[src/rtl/boot_sequencer.sv]
// Boot sequencer: streams a program image into the 32x8 program memory,
// then releases cpu_core and runs it for a cycle budget or until halted.
module boot_sequencer #(
    parameter int ADDR_W = 5,
    parameter int DATA_W = 8,
    parameter int CNT_W  = 16
) (
    input  logic              clock,
    input  logic              reset,
    input  logic              load_start,
    input  logic [ADDR_W:0]   load_len,
    input  logic              load_valid,
    input  logic [DATA_W-1:0] load_data,
    output logic              load_ready,
    input  logic [CNT_W-1:0]  run_cycles,
    input  logic              halt_req,
    input  logic              resume,
    input  logic [ADDR_W-1:0] core_mem_addr,
    input  logic [DATA_W-1:0] core_mem_write_data,
    input  logic              core_mem_write,
    output logic              core_reset,
    output logic              start_execution,
    output logic [ADDR_W-1:0] mem_addr,
    output logic [DATA_W-1:0] mem_write_data,
    output logic              mem_write,
    output logic [1:0]        seq_state,
    output logic [CNT_W-1:0]  run_count
);

    typedef enum logic [1:0] {
        S_IDLE = 2'd0,
        S_LOAD = 2'd1,
        S_RUN  = 2'd2,
        S_HALT = 2'd3
    } state_t;

    localparam logic [ADDR_W:0] DEPTH = (ADDR_W+1)'(2**ADDR_W);

    state_t              r_state;
    state_t              w_next;
    logic                w_load_go;
    logic                w_accept;
    logic                w_budget_hit;
    logic [ADDR_W:0]     w_len;

    logic [ADDR_W:0]     r_remaining;
    logic [ADDR_W-1:0]   r_ptr;
    logic                r_wr;
    logic [ADDR_W-1:0]   r_waddr;
    logic [DATA_W-1:0]   r_wdata;
    logic [CNT_W-1:0]    r_count;

    assign w_len = (load_len > DEPTH) ? DEPTH : load_len;

    // Budget expires on the last permitted RUN cycle; 0 means unbounded.
    assign w_budget_hit = (run_cycles != '0) &&
                          (r_count == run_cycles - CNT_W'(1));

    // State register.
    always_ff @(posedge clock or negedge reset) begin
        if (!reset) r_state <= S_IDLE;
        else        r_state <= w_next;
    end

    // Next-state logic and loader handshake decode.
    always_comb begin
        w_next    = r_state;
        w_load_go = 1'b0;
        w_accept  = 1'b0;
        unique case (r_state)
            S_IDLE: begin
                if (load_start) begin
                    w_load_go = 1'b1;
                    w_next    = (w_len == '0) ? S_RUN : S_LOAD;
                end
            end
            S_LOAD: begin
                if (load_valid) begin
                    w_accept = 1'b1;
                    if (r_remaining == (ADDR_W+1)'(1)) w_next = S_RUN;
                end
            end
            S_RUN: begin
                if (halt_req || w_budget_hit) w_next = S_HALT;
            end
            S_HALT: begin
                if (load_start) begin
                    w_load_go = 1'b1;
                    w_next    = (w_len == '0) ? S_RUN : S_LOAD;
                end else if (resume) begin
                    w_next = S_RUN;
                end
            end
            default: w_next = S_IDLE;
        endcase
    end

    // Loader pointer, byte count and the registered one-cycle write.
    always_ff @(posedge clock or negedge reset) begin
        if (!reset) begin
            r_remaining <= '0;
            r_ptr       <= '0;
            r_wr        <= 1'b0;
            r_waddr     <= '0;
            r_wdata     <= '0;
        end else begin
            r_wr <= w_accept;
            if (w_load_go) begin
                r_ptr       <= '0;
                r_remaining <= w_len;
            end else if (w_accept) begin
                r_waddr     <= r_ptr;
                r_wdata     <= load_data;
                r_ptr       <= r_ptr + ADDR_W'(1);
                r_remaining <= r_remaining - (ADDR_W+1)'(1);
            end
        end
    end

    // Run counter: cleared on every entry into RUN, saturating while running.
    always_ff @(posedge clock or negedge reset) begin
        if (!reset) begin
            r_count <= '0;
        end else if (r_state != S_RUN && w_next == S_RUN) begin
            r_count <= '0;
        end else if (r_state == S_RUN && r_count != '1) begin
            r_count <= r_count + CNT_W'(1);
        end
    end

    // Memory port mux: the final loader write lands in the first RUN cycle
    // and takes priority there; the core owns the port only in RUN.
    always_comb begin
        mem_addr       = r_waddr;
        mem_write_data = r_wdata;
        mem_write      = 1'b0;
        if (r_wr) begin
            mem_write = 1'b1;
        end else if (r_state == S_RUN) begin
            mem_addr       = core_mem_addr;
            mem_write_data = core_mem_write_data;
            mem_write      = core_mem_write;
        end
    end

    assign load_ready      = (r_state == S_LOAD);
    assign core_reset      = (r_state == S_IDLE) || (r_state == S_LOAD);
    assign start_execution = (r_state == S_RUN);
    assign seq_state       = r_state;
    assign run_count       = r_count;

endmodule

[config.mk]
export PLATFORM = sky130hd
export DESIGN_NAME = boot_sequencer
export DESIGN_NICKNAME = d
export VERILOG_FILES = /design/src/rtl/boot_sequencer.sv
export SDC_FILE = /design/constraint.sdc
export NUM_CORES = 1
export LEC_CHECK = 0
export BUFFER_PORTS_ARGS = -buffer_cell sky130_fd_sc_hd__buf_2
export CORE_UTILIZATION = 52
export CTS_BUF_LIST = sky130_fd_sc_hd__clkbuf_8 sky130_fd_sc_hd__clkbuf_16
export DETAILED_ROUTE_END_ITERATION = 6
export GPL_ROUTABILITY_DRIVEN = 0
export PLACE_DENSITY = 0.87
export SLEW_MARGIN = 10
export SYNTH_ARGS = -nofsm -noshare
export SYNTH_HDL_FRONTEND = slang
export SYNTH_SLANG_ARGS = --single-unit
[constraint.sdc]
create_clock -name clock -period 2.7 [get_ports clock]
set_input_delay 0.135 -clock clock [delete_from_list [all_inputs] [get_ports clock]]
set_output_delay 0.135 -clock clock [all_outputs]
set_load 0.05 [all_outputs]
==> flow_metrics.tcl <==
set metrics [dict create \
    crit_path_max_incr_delay_ns 0.49 \
    crit_required_ns 2.92 \
    placed_cell_area_um2 3350 \
    hpwl_mm 4.70 \
    cpMaxStageDelayCell "dfrtp_1" \
    drv_slew 0 \
    postSynthCellCount 290 \
    min_period_ns 2.30 \
    synth_edf_count 0 \
    whs_ns -0.0214 \
    critPathKind "reg -> reg" \
    diodes 0 \
    detail-route-antenna-nets 0 \
    reg2reg_from "run_count[5]" \
    io_pins 85 \
    path_buf_inv 0 \
    vias 2436 \
    vdd_drop_max_uv 738 \
    yosys_warnings 0 \
    cap_violations 0 \
    grt_setup_unrepaired "no" \
    leakagePower_nw 1.65 \
    crit_path_end_kind "flip-flop" \
    worst_slew_pin_slew_ns 0.931 \
    filler_cell_count 420 \
    dieWidth_um 75.5 \
    fmax_mhz 435 \
    grt_pass1_wl_mm 9.61 \
    dpl.cell_count 443 \
    cts_tree "done" \
    start_util_pct 54.4 \
    clock-sinks 43 \
    failed_checks "hold timing" \
    post_drt_via_cell_ratio 5.40 \
    syn_area_um2 2810 \
    design_area_um2 3440 \
    avgSynthCellArea_um2 9.69 \
    start_kind "flip-flop" \
    synthTopCellsByArea "dfrtp_1, mux2_2, xor2_1" \
    cts-htree-levels 2 \
    grt_max_degree 44 \
    power.density_nw_per_um2 980 \
    clk_latency_ns 0.29 \
    yosys.area.top_type "dfrtp_1" \
    path_delay_family "simple AND/OR/NAND/NOR gates" \
    root_buffer "clkbuf_8" \
    path_max_fanout 8 \
    relSlewSlack_pct 38.0 \
    firstDrtPassIters 4 \
    ys_async_sr_fraction_pct 100 \
    drive_above_1_share_pct 34.9 \
    cts_setup_buffers 0 \
    ys_ff_latch 43 \
    grt_pass1_vias 2228 \
    drc 0 \
    die_h_um 75.5 \
    final_common_cell "buf_2" \
    multi_input_area_um2 1660 \
    cts_hold_buffers 0 \
    path_clk_slew_ns 0.08 \
    routed_wl_mm 6.06 \
    final_cell_mix "buf_2, dfrtp_1, nor2_1, mux2_2, xor2_1" \
    cp.arrival_ns 2.52 \
    ys_seq_area_share_pct 38.3 \
    area_delta_synth_final_pct 22.2 \
    track_usage_pct 22.1 \
    period_share_pct 85.1 \
    finalNetCount 439 \
    yosys.area.top_type_share_pct 38.3 \
    hold_viol_final 43 \
    crit_chain "and4_1, and2_1, a41oi_1, and3_1, nand2_1, or3_1, a21oi_1" \
    fin_tns_setup_ns 0 \
    cts_inserted_buffers 5 \
    globalRoute.totalOverflow 0 \
    seqCellArea_um2 1080 \
    status "complete, but fails checks" \
    routedWlPerCell_um 13.4 \
    finClkSkew_ns 0.00428 \
    dieArea_um2 5700 \
    hp-class "in -> async" \
    syn-num-nets 349 \
    num_rows 26 \
    cts_resized 0 \
    cts_buffer_depth 2 \
    core-area_um2 5170 \
    crit_start "run_count[5]" \
    io_buffers 84 \
    antenna_found_initial 0 \
    setup_viol 0 \
    synth_ff_type "dfrtp_1" \
    dr.first_iter.drc_count 98 \
    fin_util_pct 66.4 \
    fin_cells 451 \
    yosysUniqueCellTypes 44 \
]
-- per-layer routing --
metal	vias up	part of all wire, %	global-route usage [%]
li1	1207	-	-
met1	1145	46	27.9
met4	0	0.53	4.32
met3	4	4.5	4.23
met5	-	0	0
met2	80	49	39.9
-- worst reg2reg max path: cells and delay by family, from the launching register on --
kind	cells	cell delay, ns
AO/OA/AOI/OAI	2	0.59
flip-flops	1	0.49
AND/OR/NAND/NOR	5	1.14
-- cells in the mapped netlist, drive strengths merged, types with 5 or more instances --
cell / number
nand4: 8
o21ai: 12
clkbuf: 9
nand3b: 5
ha: 9
nand2: 15
nor4: 5
xor2: 24
dfrtp: 43
mux2: 27
inv: 9
nor3: 6
and3: 6
nor2: 30
nand3: 12
a21oi: 9
xnor2: 20
-- cell type report --
cell class	count	share of cell area, %
tap	70	2.55
clock buffer	5	2.00
clock inverter	3	0.473
timing repair buffer	93	14.2
multi-input combinational	227	48.4
inverter	10	1.09
sequential	43	31.3
-- stage by stage --
step	setup slack [ns]	hold WS, ns	power (mW)
final	0.402	-0.0214	3.37
after global routing	0.229	0.0444	3.60
after CTS	0.398	0.00431	3.40
after detailed placement	0.285	0.332	3.00
after global placement	0.373	0.325	2.94
after floorplan	0.0194	-0.161	2.54
-- path summary, 6_finish.rpt --
kind,end,slack [ns],cells after the start
max,run_count[11],0.40,7
min,r_waddr[0],-0.02,1
max reg2reg,run_count[11],0.40,7
min reg2reg,r_waddr[1],0.51,1
max in group asynchronous,r_remaining[3],2.14,1
min in group clock,r_wdata[0],0.07,2
-- registers in the layout, summed over array words and instances, names as in the netlist --
signal,flops
run_count,16
r_wdata,8
r_remaining,6
r_ptr,5
r_waddr,5
seq_state,2
r_wr,1
-- logic make-up (layout without fill, tap and decap cells) --
family,after synthesis,in the layout,share of synthesized area [%]
xor+xnor,44,44,13.7
fa+ha+maj,9,9,4.01
compound gates,37,37,9.03
simple gates,106,106,20.0
mux,31,31,12.2
buf+inv,20,111,2.71
flops,43,43,38.3
-- where the power goes --
| part | switching, mW | leakage [nW] | internal (mW) |
|---|---|---|---|
| clock network | 0.210 | 0.0453 | 0.177 |
| registers | 0.189 | 0.565 | 0.837 |
| logic | 1.29 | 1.04 | 0.664 |
| total | 1.69 | 1.65 | 1.68 |
Note: power is estimated with default switching activity, not from simulation.
